[config.mk]
export PLATFORM = sky130hd
export DESIGN_NAME = mem_transfer_sequencer
export DESIGN_NICKNAME = d
export VERILOG_FILES = /design/src/rtl/mem_seq_pkg.sv /design/src/rtl/mem_transfer_sequencer_byte_slot_timer.sv /design/src/rtl/mem_transfer_sequencer.sv
export SDC_FILE = /design/constraint.sdc
export NUM_CORES = 1
export LEC_CHECK = 0
export ABC_AREA = 1
export BUFFER_PORTS_ARGS = -buffer_cell sky130_fd_sc_hd__buf_4
export CORE_MARGIN = 2
export CORE_UTILIZATION = 53
export CTS_BUF_LIST = sky130_fd_sc_hd__clkbuf_16
export CTS_CLUSTER_SIZE = 8
export DETAILED_ROUTE_END_ITERATION = 12
export PLACE_DENSITY = 0.91
export SYNTH_ARGS = -nofsm -noshare
export SYNTH_HDL_FRONTEND = slang
export SYNTH_SLANG_ARGS = --single-unit
[constraint.sdc]
create_clock -name Clock -period 1.8 [get_ports Clock]
set_clock_uncertainty 0.05 [all_clocks]
set_input_delay 0.18 -clock Clock [delete_from_list [all_inputs] [get_ports Clock]]
set_output_delay 0.18 -clock Clock [all_outputs]
set_load 0.01 [all_outputs]
[src/rtl/mem_seq_pkg.sv]
// Shared encodings for the multi-byte memory transfer sequencer:
// request size codes, FSM state enum, wait-state limits and byte-count helper.
package mem_seq_pkg;

  // Largest supported number of extra wait cycles per byte access.
  localparam int MEM_WAIT_MAX = 7;
  // Wait counter width, wide enough for 0..MEM_WAIT_MAX.
  localparam int WAIT_CNT_W   = 3;

  // Request size encodings carried on the Size input.
  typedef enum logic [1:0] {
    SIZE_1B      = 2'b00,
    SIZE_2B      = 2'b01,
    SIZE_4B      = 2'b10,
    SIZE_ILLEGAL = 2'b11
  } size_e;

  // Sequencer states.
  typedef enum logic [1:0] {
    ST_IDLE   = 2'b00,
    ST_SETUP  = 2'b01,
    ST_ACCESS = 2'b10,
    ST_DONE   = 2'b11
  } state_e;

  // Number of bytes moved for a size code (0 for the illegal code).
  function automatic logic [2:0] byte_count(input logic [1:0] size);
    logic [2:0] n;
    case (size)
      SIZE_1B: n = 3'd1;
      SIZE_2B: n = 3'd2;
      SIZE_4B: n = 3'd4;
      default: n = 3'd0;
    endcase
    return n;
  endfunction

endpackage

[src/rtl/mem_transfer_sequencer_byte_slot_timer.sv]
// Per-byte slot timer: counts 0..MEM_WAIT inside one byte access slot and
// flags the final cycle of the slot. Wraps to zero after the last cycle so
// consecutive slots run back to back.
module byte_slot_timer
  import mem_seq_pkg::*;
#(
  parameter int MEM_WAIT = 0
) (
  input  logic clk,
  input  logic rst,
  input  logic clr,
  input  logic en,
  output logic slot_last
);

  logic [WAIT_CNT_W-1:0] cnt_q;
  logic [WAIT_CNT_W-1:0] cnt_d;

  assign slot_last = (cnt_q == WAIT_CNT_W'(MEM_WAIT));

  // Next count: clear outside a slot, wrap at the slot end, else advance.
  always_comb begin
    cnt_d = cnt_q;
    if (clr) begin
      cnt_d = {WAIT_CNT_W{1'b0}};
    end else if (en) begin
      if (slot_last) begin
        cnt_d = {WAIT_CNT_W{1'b0}};
      end else begin
        cnt_d = cnt_q + {{(WAIT_CNT_W-1){1'b0}}, 1'b1};
      end
    end else begin
      cnt_d = cnt_q;
    end
  end

  // Wait counter register with synchronous reset.
  always_ff @(posedge clk) begin
    if (rst) begin
      cnt_q <= {WAIT_CNT_W{1'b0}};
    end else begin
      cnt_q <= cnt_d;
    end
  end

endmodule

[src/rtl/mem_transfer_sequencer.sv]
// Multi-byte memory transfer sequencer. Accepts one load/store request of
// 1, 2 or 4 bytes, addressed through AR (ascending) or SP (stack), and drives
// the memory chip select / write, pointer step, DR clear / shift-in and
// store-byte select strobes. All outputs decode registered state only, so
// Start never reaches the memory strobes combinationally.
module mem_transfer_sequencer
  import mem_seq_pkg::*;
#(
  parameter int MEM_WAIT = 0
) (
  input  logic       Clock,
  input  logic       Reset,
  input  logic       Start,
  input  logic       Write,
  input  logic [1:0] Size,
  input  logic       UseSP,
  output logic       Ready,
  output logic       Done,
  output logic       Err,
  output logic       Mem_CS,
  output logic       Mem_WR,
  output logic       PtrSel,
  output logic       PtrInc,
  output logic       PtrDec,
  output logic       DR_Clear,
  output logic       DR_Load,
  output logic [1:0] ByteSel
);

  state_e     state_q,    state_d;
  logic [1:0] k_q,        k_d;
  logic [1:0] last_idx_q, last_idx_d;
  logic       write_q,    write_d;
  logic       use_sp_q,   use_sp_d;
  logic       err_q,      err_d;

  logic       slot_last_s;
  logic       in_access_s;
  logic       push_s;

  assign in_access_s = (state_q == ST_ACCESS);
  // Push is the only mode that walks bytes LSB first and steps the pointer down.
  assign push_s      = use_sp_q & write_q;

  byte_slot_timer #(
    .MEM_WAIT (MEM_WAIT)
  ) u_slot_timer (
    .clk       (Clock),
    .rst       (Reset),
    .clr       (~in_access_s),
    .en        (in_access_s),
    .slot_last (slot_last_s)
  );

  // Next-state logic: request capture in IDLE, byte stepping in ACCESS.
  always_comb begin
    state_d    = state_q;
    k_d        = k_q;
    last_idx_d = last_idx_q;
    write_d    = write_q;
    use_sp_d   = use_sp_q;
    err_d      = 1'b0;
    case (state_q)
      ST_IDLE: begin
        if (Start) begin
          if (Size == SIZE_ILLEGAL) begin
            err_d   = 1'b1;
            state_d = ST_IDLE;
          end else begin
            write_d    = Write;
            use_sp_d   = UseSP;
            last_idx_d = 2'(byte_count(Size) - 3'd1);
            k_d        = 2'd0;
            state_d    = ST_SETUP;
          end
        end else begin
          state_d = ST_IDLE;
        end
      end
      ST_SETUP: begin
        state_d = ST_ACCESS;
      end
      ST_ACCESS: begin
        if (slot_last_s) begin
          if (k_q == last_idx_q) begin
            k_d     = 2'd0;
            state_d = ST_DONE;
          end else begin
            k_d     = k_q + 2'd1;
            state_d = ST_ACCESS;
          end
        end else begin
          state_d = ST_ACCESS;
        end
      end
      ST_DONE: begin
        state_d = ST_IDLE;
      end
      default: begin
        k_d     = 2'd0;
        state_d = ST_IDLE;
      end
    endcase
  end

  // State, byte index, latched request and error pulse registers.
  always_ff @(posedge Clock) begin
    if (Reset) begin
      state_q    <= ST_IDLE;
      k_q        <= 2'd0;
      last_idx_q <= 2'd0;
      write_q    <= 1'b0;
      use_sp_q   <= 1'b0;
      err_q      <= 1'b0;
    end else begin
      state_q    <= state_d;
      k_q        <= k_d;
      last_idx_q <= last_idx_d;
      write_q    <= write_d;
      use_sp_q   <= use_sp_d;
      err_q      <= err_d;
    end
  end

  // Output decode from registered state; strobes that move data or pointers
  // fire only in the last cycle of each byte slot.
  always_comb begin
    Ready    = (state_q == ST_IDLE);
    Done     = (state_q == ST_DONE);
    Err      = err_q;
    Mem_CS   = ~in_access_s;
    Mem_WR   = in_access_s & write_q;
    PtrSel   = (state_q != ST_IDLE) & use_sp_q;
    PtrInc   = 1'b0;
    PtrDec   = 1'b0;
    DR_Clear = 1'b0;
    DR_Load  = 1'b0;
    ByteSel  = 2'd0;
    case (state_q)
      ST_SETUP: begin
        // Loads start from a zeroed DR; a pop pre-increments SP.
        DR_Clear = ~write_q;
        PtrInc   = use_sp_q & ~write_q;
      end
      ST_ACCESS: begin
        if (push_s) begin
          ByteSel = k_q;
        end else begin
          ByteSel = last_idx_q - k_q;
        end
        if (slot_last_s) begin
          DR_Load = ~write_q;
          if (push_s) begin
            PtrDec = 1'b1;
          end else begin
            PtrInc = (k_q != last_idx_q);
          end
        end else begin
          DR_Load = 1'b0;
        end
      end
      ST_IDLE, ST_DONE: begin
        ByteSel = 2'd0;
      end
      default: begin
        ByteSel = 2'd0;
      end
    endcase
  end

endmodule

==> run_results.csv, run 1 <==
group,metric,value,unit
timing,setup_viol,0,
yosys,ys_ff_latch,12,
final_layout,area_growth,33.8,%
floorplan,dieArea,1660,um2
detailed_routing,first_pass_iters,4,
global_route,grt_first_pass_wirelength,2.74,mm
final_layout,nFillCells,97,
floorplan,rows,13,
global_route,grt_pass1_vias,633,
min_path,whs_path_depth,2,
final_layout,multi_input_area,408,um2
timing,fin_setup_tns,0,ps
final_layout,n_antenna_cell,0,
yosys,syn-cell-area,714,um2
global_route,grt_max_degree,8,
yosys,ys_warn_count,0,
yosys,synth_edf_count,0,
global_route,grt_overflow,0,
critical_path,regToRegEndpoint,"last_idx_q[0]",
power_and_ir_drop,p_switching,0.215,mW
critical_path,worstPathMaxFanout,4,
detailed_routing,wl,1.76,mm
yosys,syn_inst,102,
min_path,hold_end,"state_q[0]",
floorplan,die_w,40.7,um
timing,rsz0062_at_grt,"false",
yosys,ys_types,19,
outcome,run_status,"completed",
cts,hold_buffers,0,
flow_run,drv_cap,0,
cts,clkLatencyLatePin,240,ps
power_and_ir_drop,power.density,886,nW/um2
critical_path,crit_path_start_kind,"flop",
floorplan,start_util,55.6,%
timing,worstMarginPinSlew,284,ps
power_and_ir_drop,pwr-share-clk,47.1,%
yosys,ys_seq_area_share,33.6,%
floorplan,dieHeight,40.7,um
detailed_routing,drc,0,
detailed_routing,viasPerCell,5.27,
power_and_ir_drop,irDropWorstVdd,0.560,mV
yosys,synth.most_common_cell,"nand2_1",
min_path,worstHoldStart,"Reset",
final_layout,area.sequential,240,um2
timing,min_period,1680,ps
timing,layout_setup_ws,115,ps
detailed_routing,first_iter_violations,23,
yosys,synthFlopType,"dfxtp_1",
floorplan,ios,19,
cts,cts_tree,"yes",
power_and_ir_drop,power.internal,0.631,mW
yosys,avgSynthCellArea,7.00,um2
yosys,synth_top_area_share,33.6,%
yosys,synth_commonest_cells,"nand2_1 (21), inv_1 (14), dfxtp_1 (12)",
min_path,hold_path_class,"input pin to flop",
detailed_routing,ant_nets,0,
critical_path,r2r_start,"state_q[0]",
place,gp_congestion,0.910,
critical_path,endpoint_kind,"output port",
yosys,synth_area_leaders,"dfxtp_1 (34%), ha_1 (12%), nand2_1 (11%)",
critical_path,required,1570,ps
power_and_ir_drop,p_leak,0.457,nW
detailed_routing,wl_per_cell,12.7,um
timing,period_share,93.6,%
place,place_ws,323,ps
power_and_ir_drop,switching_share,25.4,%
yosys,syn_nets,116,
critical_path,criticalPathCategory,"flop to output port",
timing,max_freq,594,MHz
cts,clock-sinks,12,
timing,hold_viol_final,0,
timing,maxSlewViolCount,0,
power_and_ir_drop,pwr-share-comb,18.2,%
timing,slew_headroom,80.9,%
cts,htree_levels,1,
cts,clkTransAtPathRegs,40,ps
final_layout,fin_nets,139,
critical_path,reg2reg_slack,270,ps
place,dp_hpwl,1.25,mm
cts,numCtsBuffers,3,
power_and_ir_drop,seq_power_share,34.7,%
critical_path,critPathArrivalTime,1450,ps
yosys,yosys.area.top_type,"dfxtp_1",
global_route,grt.total_usage,26.1,%
final_layout,drive_gt1_share,31.7,%
cts,root_buffer,"clkbuf_16",
yosys,async_reset_ff_share,0,%
global_route,grt_antenna_before_repair,0,
cts,cts_max_path_buffers,2,
power_and_ir_drop,finalPower,0.847,mW
floorplan,core-area,1280,um2
place,portBuffers,18,
detailed_routing,vias,727,
critical_path,rr_worst_depth,6,
[worst max-delay path by stage]
stage	slack [ps]	from	endpoint	cells past startpoint
after floorplan	440	state_q[0]	PtrInc	6
after global placement	390	state_q[0]	PtrInc	7
after detailed placement	320	state_q[0]	PtrInc	7
after CTS	60	state_q[0]	PtrInc	7
after global routing	30	state_q[0]	PtrInc	7
final	120	k_q[0]	PtrInc	5
[kinds of logic after synthesis]
group / after synthesis / share of synthesized area [%]
AND/OR/NAND/NOR: 47 / 30.1
AO/OA/AOI/OAI: 13 / 10.5
adder cells (fa/ha/maj): 7 / 12.3
buffers and inverters: 21 / 11.0
flip-flops: 12 / 33.6
XOR/XNOR: 2 / 2.45
[registers in the layout, indices dropped and copies added, names as in the netlist]
signal              flops
u_slot_timer.cnt_q      3
state_q                 2
Err                     1
last_idx_q              2
write_q                 1
k_q                     2
use_sp_q                1
[per-layer routing]
layer	GRT usage [%]	vias up	routed length, um	share of wire [%]
li1	-	354	-	-
met5	0	-	0	0
met3	8.15	7	114	6.5
met2	42.5	28	912	52
met1	29.6	338	688	39
met4	15.8	0	42	2.4
[layout by cell type (no fill, tap or decap)]
cell       count
nand2_1       21
buf_4         18
inv_1         14
dfxtp_1       12
nor2_1        10
inv_2          7
ha_1           6
nand3_1        5
a21oi_1        5
o21ai_1        4
nand2_2        3
nor3_1         3
nor2_2         3
clkbuf_16      3
a21oi_2        2
xor2_1         1
nand2_4        1
xnor2_1        1
nand3_2        1
a211oi_1       1
o21ai_0        1
ha_4           1
[worst max-delay path: stages, from the launching register on]
cell	delay, ps
dfxtp_1	410
ha_1	270
nand3_1	160
nand3_1	100
a21oi_1	130
buf_4	130
[cell type report]
cell class,count,area share (%)
clock buffer,3,7.85
inverter,21,8.25
sequential,12,25.1
timing repair buffer,18,14.1
tap,15,1.96
multi-input combinational,69,42.7
[stage by stage]
stage | area (um2) | util, % | cells | hold slack [ps]
after floorplan | 714 | - | 102 | 192
after global placement | 868 | 67.6 | 135 | 345
after detailed placement | 868 | 67.6 | 135 | 349
after CTS | 943 | 73.4 | 138 | 103
after global routing | 956 | 74.4 | 138 | 108
final | 956 | 74.4 | 138 | 105
[power by group through the flow]
| stage | Clock [mW] | Sequential (mW) | Combinational, mW |
|---|---|---|---|
| after floorplan | 0 | 0.293 | 0.0939 |
| after global placement | 0 | 0.295 | 0.142 |
| after detailed placement | 0 | 0.297 | 0.146 |
| after CTS | 0.404 | 0.293 | 0.149 |
| after global routing | 0.416 | 0.295 | 0.170 |
| final | 0.399 | 0.294 | 0.154 |
[repair_timing]
action / 4_1_cts / 5_1_grt
resized for setup: 0 / 2
buffers inserted: 0 / 0
endpoints found under the setup margin: 0 / 2
Note: power is estimated with default switching activity, not from simulation.
==> inputs of run 2 (changes only) <==
--- a/config.mk
+++ b/config.mk
@@ -8,11 +8,11 @@
 export ABC_AREA = 1
 export BUFFER_PORTS_ARGS = -buffer_cell sky130_fd_sc_hd__buf_4
 export CORE_MARGIN = 2
-export CORE_UTILIZATION = 53
+export CORE_UTILIZATION = 25
 export CTS_BUF_LIST = sky130_fd_sc_hd__clkbuf_16
 export CTS_CLUSTER_SIZE = 8
 export DETAILED_ROUTE_END_ITERATION = 12
-export PLACE_DENSITY = 0.91
+export PLACE_DENSITY = 0.55
 export SYNTH_ARGS = -nofsm -noshare
 export SYNTH_HDL_FRONTEND = slang
 export SYNTH_SLANG_ARGS = --single-unit
==> constraint.sdc (replaced) <==
create_clock -name Clock -period 1.95 [get_ports Clock]
set_clock_uncertainty 0.05 [all_clocks]
set_input_delay 0.195 -clock Clock [delete_from_list [all_inputs] [get_ports Clock]]
set_output_delay 0.195 -clock Clock [all_outputs]
set_load 0.01 [all_outputs]
==> run 2 against run 1 <==
Die area is 99% higher. Critical path depth is 2 higher. Global-route usage is 15 points lower. Largest power group unchanged. Highest routed layer is now met3. Clock power is 4% lower. Utilization is 39 points lower. Flip-flop and latch count stayed put. Sequential share of layout area is 0.29 points lower. Final cell count is 12% higher. Non-clock buffer count stayed put. Via count is 6.6% lower. Sequential power is 8.5% lower.
==> run_results.csv, run 2 (synthesized netlist as in run 1, its figures left out) <==
group,metric,value,unit
outcome,run_status,"completed",
critical_path,critPathArrivalTime,1520,ps
critical_path,required,1700,ps
timing,max_freq,567,MHz
cts,htree_levels,1,
floorplan,core-area,2730,um2
global_route,grt_antenna_before_repair,0,
final_layout,final_core_util,35.4,%
critical_path,crit_path_start_kind,"flop",
min_path,whs_path_depth,2,
final_layout,nFillCells,287,
global_route,grt_first_pass_wirelength,2.79,mm
detailed_routing,wl_per_cell,10.5,um
flow_run,drv_cap,0,
floorplan,start_util,26.1,%
critical_path,r2r_start,"state_q[1]",
timing,hold_viol_final,0,
detailed_routing,vias,679,
floorplan,rows,19,
critical_path,max_stage_delay,320,ps
critical_path,slowest_stage,"dfxtp_1",
timing,period_share,90.4,%
final_layout,fin_nets,139,
cts,post_cts_buffers,0,
final_layout,n_antenna_cell,0,
global_route,grt_pass1_vias,632,
floorplan,dieArea,3300,um2
min_path,hold_path_class,"input pin to flop",
critical_path,critPathBufInv,3,
global_route,grt_overflow,0,
detailed_routing,first_iter_violations,12,
detailed_routing,ant_nets,0,
final_layout,regMostFlops,"u_slot_timer.cnt_q",
critical_path,worstPathCellList,"inv_1 -> ha_1 -> inv_2 -> a21oi_2 -> nand3_1 -> a21oi_1 -> buf_4",
final_layout,drive_gt1_share,30.6,%
cts,numCtsBuffers,3,
cts,hold_buffers,0,
critical_path,reg2reg_slack,510,ps
final_layout,multi_input_area,395,um2
final_layout,area.sequential,240,um2
timing,hold_slack,108,ps
cts,cts_tree,"yes",
cts,root_buffer,"clkbuf_16",
global_route,grt_max_degree,8,
detailed_routing,wl,1.62,mm
critical_path,worstPathMaxFanout,5,
floorplan,ios,19,
critical_path,cp_top_family,"flip-flops",
final_layout,largest_reg_flops,3,
power_and_ir_drop,irDropWorstVdd,0.491,mV
timing,maxSlewViolCount,0,
critical_path,crit_start,"state_q[0]",
global_route,grt.total_usage,11.1,%
critical_path,rr_worst_depth,9,
power_and_ir_drop,pwr-share-clk,48.7,%
power_and_ir_drop,power.internal,0.584,mW
cts,clock-sinks,12,
final_layout,area_growth,35.4,%
timing,worstMarginPinSlew,272,ps
floorplan,die_w,57.5,um
final_layout,layout_commonest_cell,"nand2_1",
critical_path,endpoint_kind,"output port",
timing,fin_setup_tns,0,ps
timing,slew_headroom,81.9,%
place,gp_congestion,0.833,
power_and_ir_drop,switching_share,26.0,%
final_layout,layout_common_cells,"nand2_1 (21), buf_4 (18), inv_1 (14)",
power_and_ir_drop,power.density,817,nW/um2
power_and_ir_drop,p_leak,0.458,nW
timing,rsz0062_at_grt,"false",
cts,clkLatencyLatePin,240,ps
critical_path,path_depth,7,
place,dp_hpwl,1.35,mm
cts,cts_max_path_buffers,2,
detailed_routing,viasPerCell,4.38,
detailed_routing,first_pass_iters,4,
power_and_ir_drop,p_switching,0.206,mW
critical_path,criticalPathCategory,"flop to output port",
detailed_routing,drc,0,
floorplan,dieHeight,57.5,um
timing,min_period,1760,ps
power_and_ir_drop,seq_power_share,34.1,%
timing,setup_viol,0,
power_and_ir_drop,pwr-share-comb,17.3,%
place,portBuffers,18,
cts,clkTransAtPathRegs,50,ps
cts,ctsResizeCount,0,
min_path,worstHoldStart,"Reset",
run 2: cell count changes in the layout (fill, tap and decap cells not counted):
| cell | previous run | this run |
|---|---|---|
| clkinv_1 | 0 | 1 |
| ha_4 | 1 | 0 |
| ha_1 | 6 | 7 |
run 2: per-layer routing:
layer / wire length, um / up-vias / track usage (%) / part of all wire, %
li1: - / 360 / - / -
met1: 780 / 302 / 14.7 / 48
met2: 724 / 17 / 16.9 / 45
met3: 120 / 0 / 4.99 / 7.4
met4: 0 / 0 / 1.99 / 0
met5: 0 / - / 0 / 0
run 2: stage by stage:
step           instance area, um2  total power [mW]  setup slack [ps]  instances
6_report                      967             0.790               187        155
5_1_grt                       967             0.830              23.2        155
4_1_cts                       967             0.797               182        155
3_5_place_dp                  888             0.411               441        151
3_3_place_gp                  888             0.409               501        151
2_1_floorplan                 714             0.358               577        102
run 2: area by class of cell:
cell class / instances / share of cell area [%]
multi-input cells: 69 / 40.9
clock inverters: 1 / 0.388
flip-flops and latches: 12 / 24.8
clock buffers: 3 / 7.76
repair buffers: 18 / 14.0
inverters: 21 / 8.15
well taps: 31 / 4.01
run 2: path summary, 6_finish.rpt:
check,end
worst max-delay path,PtrInc
worst min-delay path,state_q[0]
worst max register to register,k_q[1]
worst min register to register,u_slot_timer.cnt_q[0]
run 2: power by group through the flow:
stage / logic [mW] / registers [mW] / clock network [mW]
floorplan: 0.0866 / 0.271 / 0
global placement: 0.136 / 0.273 / 0
detailed placement: 0.137 / 0.274 / 0
CTS: 0.138 / 0.269 / 0.391
global route: 0.154 / 0.270 / 0.405
finish: 0.137 / 0.269 / 0.384
==> inputs of run 3 (changes only) <==
--- a/config.mk
+++ b/config.mk
@@ -13,6 +13,7 @@
 export CTS_CLUSTER_SIZE = 8
 export DETAILED_ROUTE_END_ITERATION = 12
 export PLACE_DENSITY = 0.55
+export RECOVER_POWER = 100
 export SYNTH_ARGS = -nofsm -noshare
 export SYNTH_HDL_FRONTEND = slang
 export SYNTH_SLANG_ARGS = --single-unit
==> run 3 against run 2 <==
Wire length increased by 1.2%. Register-to-register slack lost 190 ps. Global-route usage did not move. Worst setup slack lost 17 ps. Non-clock buffer count did not move. Via count rose by 0.15%. Worst hold slack gained 11 ps. Critical endpoint unchanged. Largest power group unchanged.
==> run_results.csv, run 3 (synthesized netlist as in run 1, its figures left out) <==
group,metric,value,unit
detailed_routing,viasPerCell,4.39,
timing,worstMarginPinSlew,268,ps
cts,post_cts_buffers,0,
final_layout,final_area,912,um2
cts,clock-sinks,12,
timing,maxSlewViolCount,0,
outcome,run_status,"completed",
detailed_routing,drc,0,
critical_path,critPathArrivalTime,1540,ps
timing,max_freq,562,MHz
min_path,hold_path_class,"input pin to flop",
cts,clkLatencyLatePin,240,ps
floorplan,start_util,26.1,%
timing,hold_viol_final,0,
timing,slew_headroom,82.1,%
final_layout,largest_reg_flops,3,
flow_run,drv_cap,0,
min_path,worstHoldStart,"Reset",
timing,setup_viol,0,
timing,min_period,1780,ps
timing,period_share,91.3,%
final_layout,area.sequential,240,um2
detailed_routing,first_pass_iters,4,
timing,rsz0062_at_grt,"false",
critical_path,slowest_stage,"dfxtp_1",
final_layout,drive_gt1_share,17.7,%
cts,clkTransAtPathRegs,50,ps
place,dp_hpwl,1.35,mm
place,gp_congestion,0.833,
floorplan,die_w,57.5,um
floorplan,ios,19,
place,portBuffers,18,
critical_path,crit_path_start_kind,"flop",
detailed_routing,wl,1.64,mm
critical_path,worstPathMaxFanout,5,
final_layout,nFillCells,298,
global_route,grt.total_usage,11.1,%
cts,cts_max_path_buffers,2,
power_and_ir_drop,power.density,850,nW/um2
detailed_routing,wl_per_cell,10.6,um
floorplan,rows,19,
final_layout,area_growth,27.7,%
critical_path,required,1700,ps
critical_path,criticalPathCategory,"flop to output port",
detailed_routing,ant_nets,0,
floorplan,core-area,2730,um2
cts,cts_tree,"yes",
cts,hold_buffers,0,
critical_path,r2r_start,"state_q[1]",
final_layout,fin_nets,139,
floorplan,dieArea,3300,um2
global_route,grt_max_degree,8,
power_and_ir_drop,p_leak,0.422,nW
detailed_routing,first_iter_violations,14,
place,dp.cells,151,
place,dpl-instance-area,888,um2
final_layout,layout_common_cells,"nand2_1 (24), inv_1 (16), dfxtp_1 (12)",
cts,root_buffer,"clkbuf_16",
critical_path,crit_start,"state_q[0]",
final_layout,layoutNonFillerInstCount,155,
cts,ctsResizeCount,0,
cts,numCtsBuffers,3,
detailed_routing,vias,680,
timing,fin_setup_tns,0,ps
floorplan,dieHeight,57.5,um
cts,htree_levels,1,
final_layout,layout_commonest_cell,"nand2_1",
final_layout,n_antenna_cell,0,
power_and_ir_drop,irDropWorstVdd,0.496,mV
global_route,grt_pass1_vias,632,
final_layout,regMostFlops,"u_slot_timer.cnt_q",
global_route,grt_first_pass_wirelength,2.79,mm
global_route,grt_overflow,0,
global_route,grt_antenna_before_repair,0,
critical_path,max_stage_delay,320,ps
critical_path,endpoint_kind,"output port",
critical_path,worstPathCellList,"inv_1 -> ha_1 -> inv_2 -> a21oi_2 -> nand3_1 -> a21oi_1 -> clkbuf_1",
final_layout,multi_input_area,374,um2
-- run 3: final timing paths --
| path | to | slack [ps] | cells past startpoint |
|---|---|---|---|
| worst min-delay path | write_q | 120 | 2 |
| worst max register to register | k_q[1] | 320 | 10 |
| worst max-delay path | PtrInc | 170 | 7 |
| worst min register to register | u_slot_timer.cnt_q[0] | 410 | 1 |
-- run 3: per-layer routing --
metal  routed length, um  share of wire (%)  GRT usage [%]  vias up
li1                    -                  -              -      357
met1                 812                 49           14.7      308
met2                 720                 44           16.9       15
met3                 112                6.8           4.99        0
met4                   0                  0           1.99        0
met5                   0                  0              0        -
-- run 3: critical path, delay by kind of cell, from the launching register on --
family                     cells  cell delay (ps)
DFF                            1              320
AOI/OAI and AO/OA              2              290
and+or+nand+nor                1              100
buffers and inverters          3              340
adders and majority gates      1              240
-- run 3: final cells by class --
cell class	instances	share of cell area (%)
flip-flops and latches	12	26.3
multi-input cells	69	41.0
clock buffers	3	8.23
well taps	31	4.25
repair buffers	18	11.1
inverters	21	8.64
clock inverters	1	0.412
-- run 3: through the flow --
stage / worst slack, ps / hold WS (ps) / power [mW] / utilization [%]
after detailed placement: 441 / 359 / 0.411 / 32.5
final: 170 / 119 / 0.775 / 33.4
after CTS: 182 / 106 / 0.797 / 35.4
after floorplan: 577 / 207 / 0.358 / -
after global placement: 501 / 357 / 0.409 / 32.5
after global routing: 14.5 / 118 / 0.815 / 33.4
-- run 3: where the power goes --
group | switching, mW | internal [mW]
combinational | 0.0774 | 0.0447
sequential | 0.0103 | 0.259
clock | 0.114 | 0.271
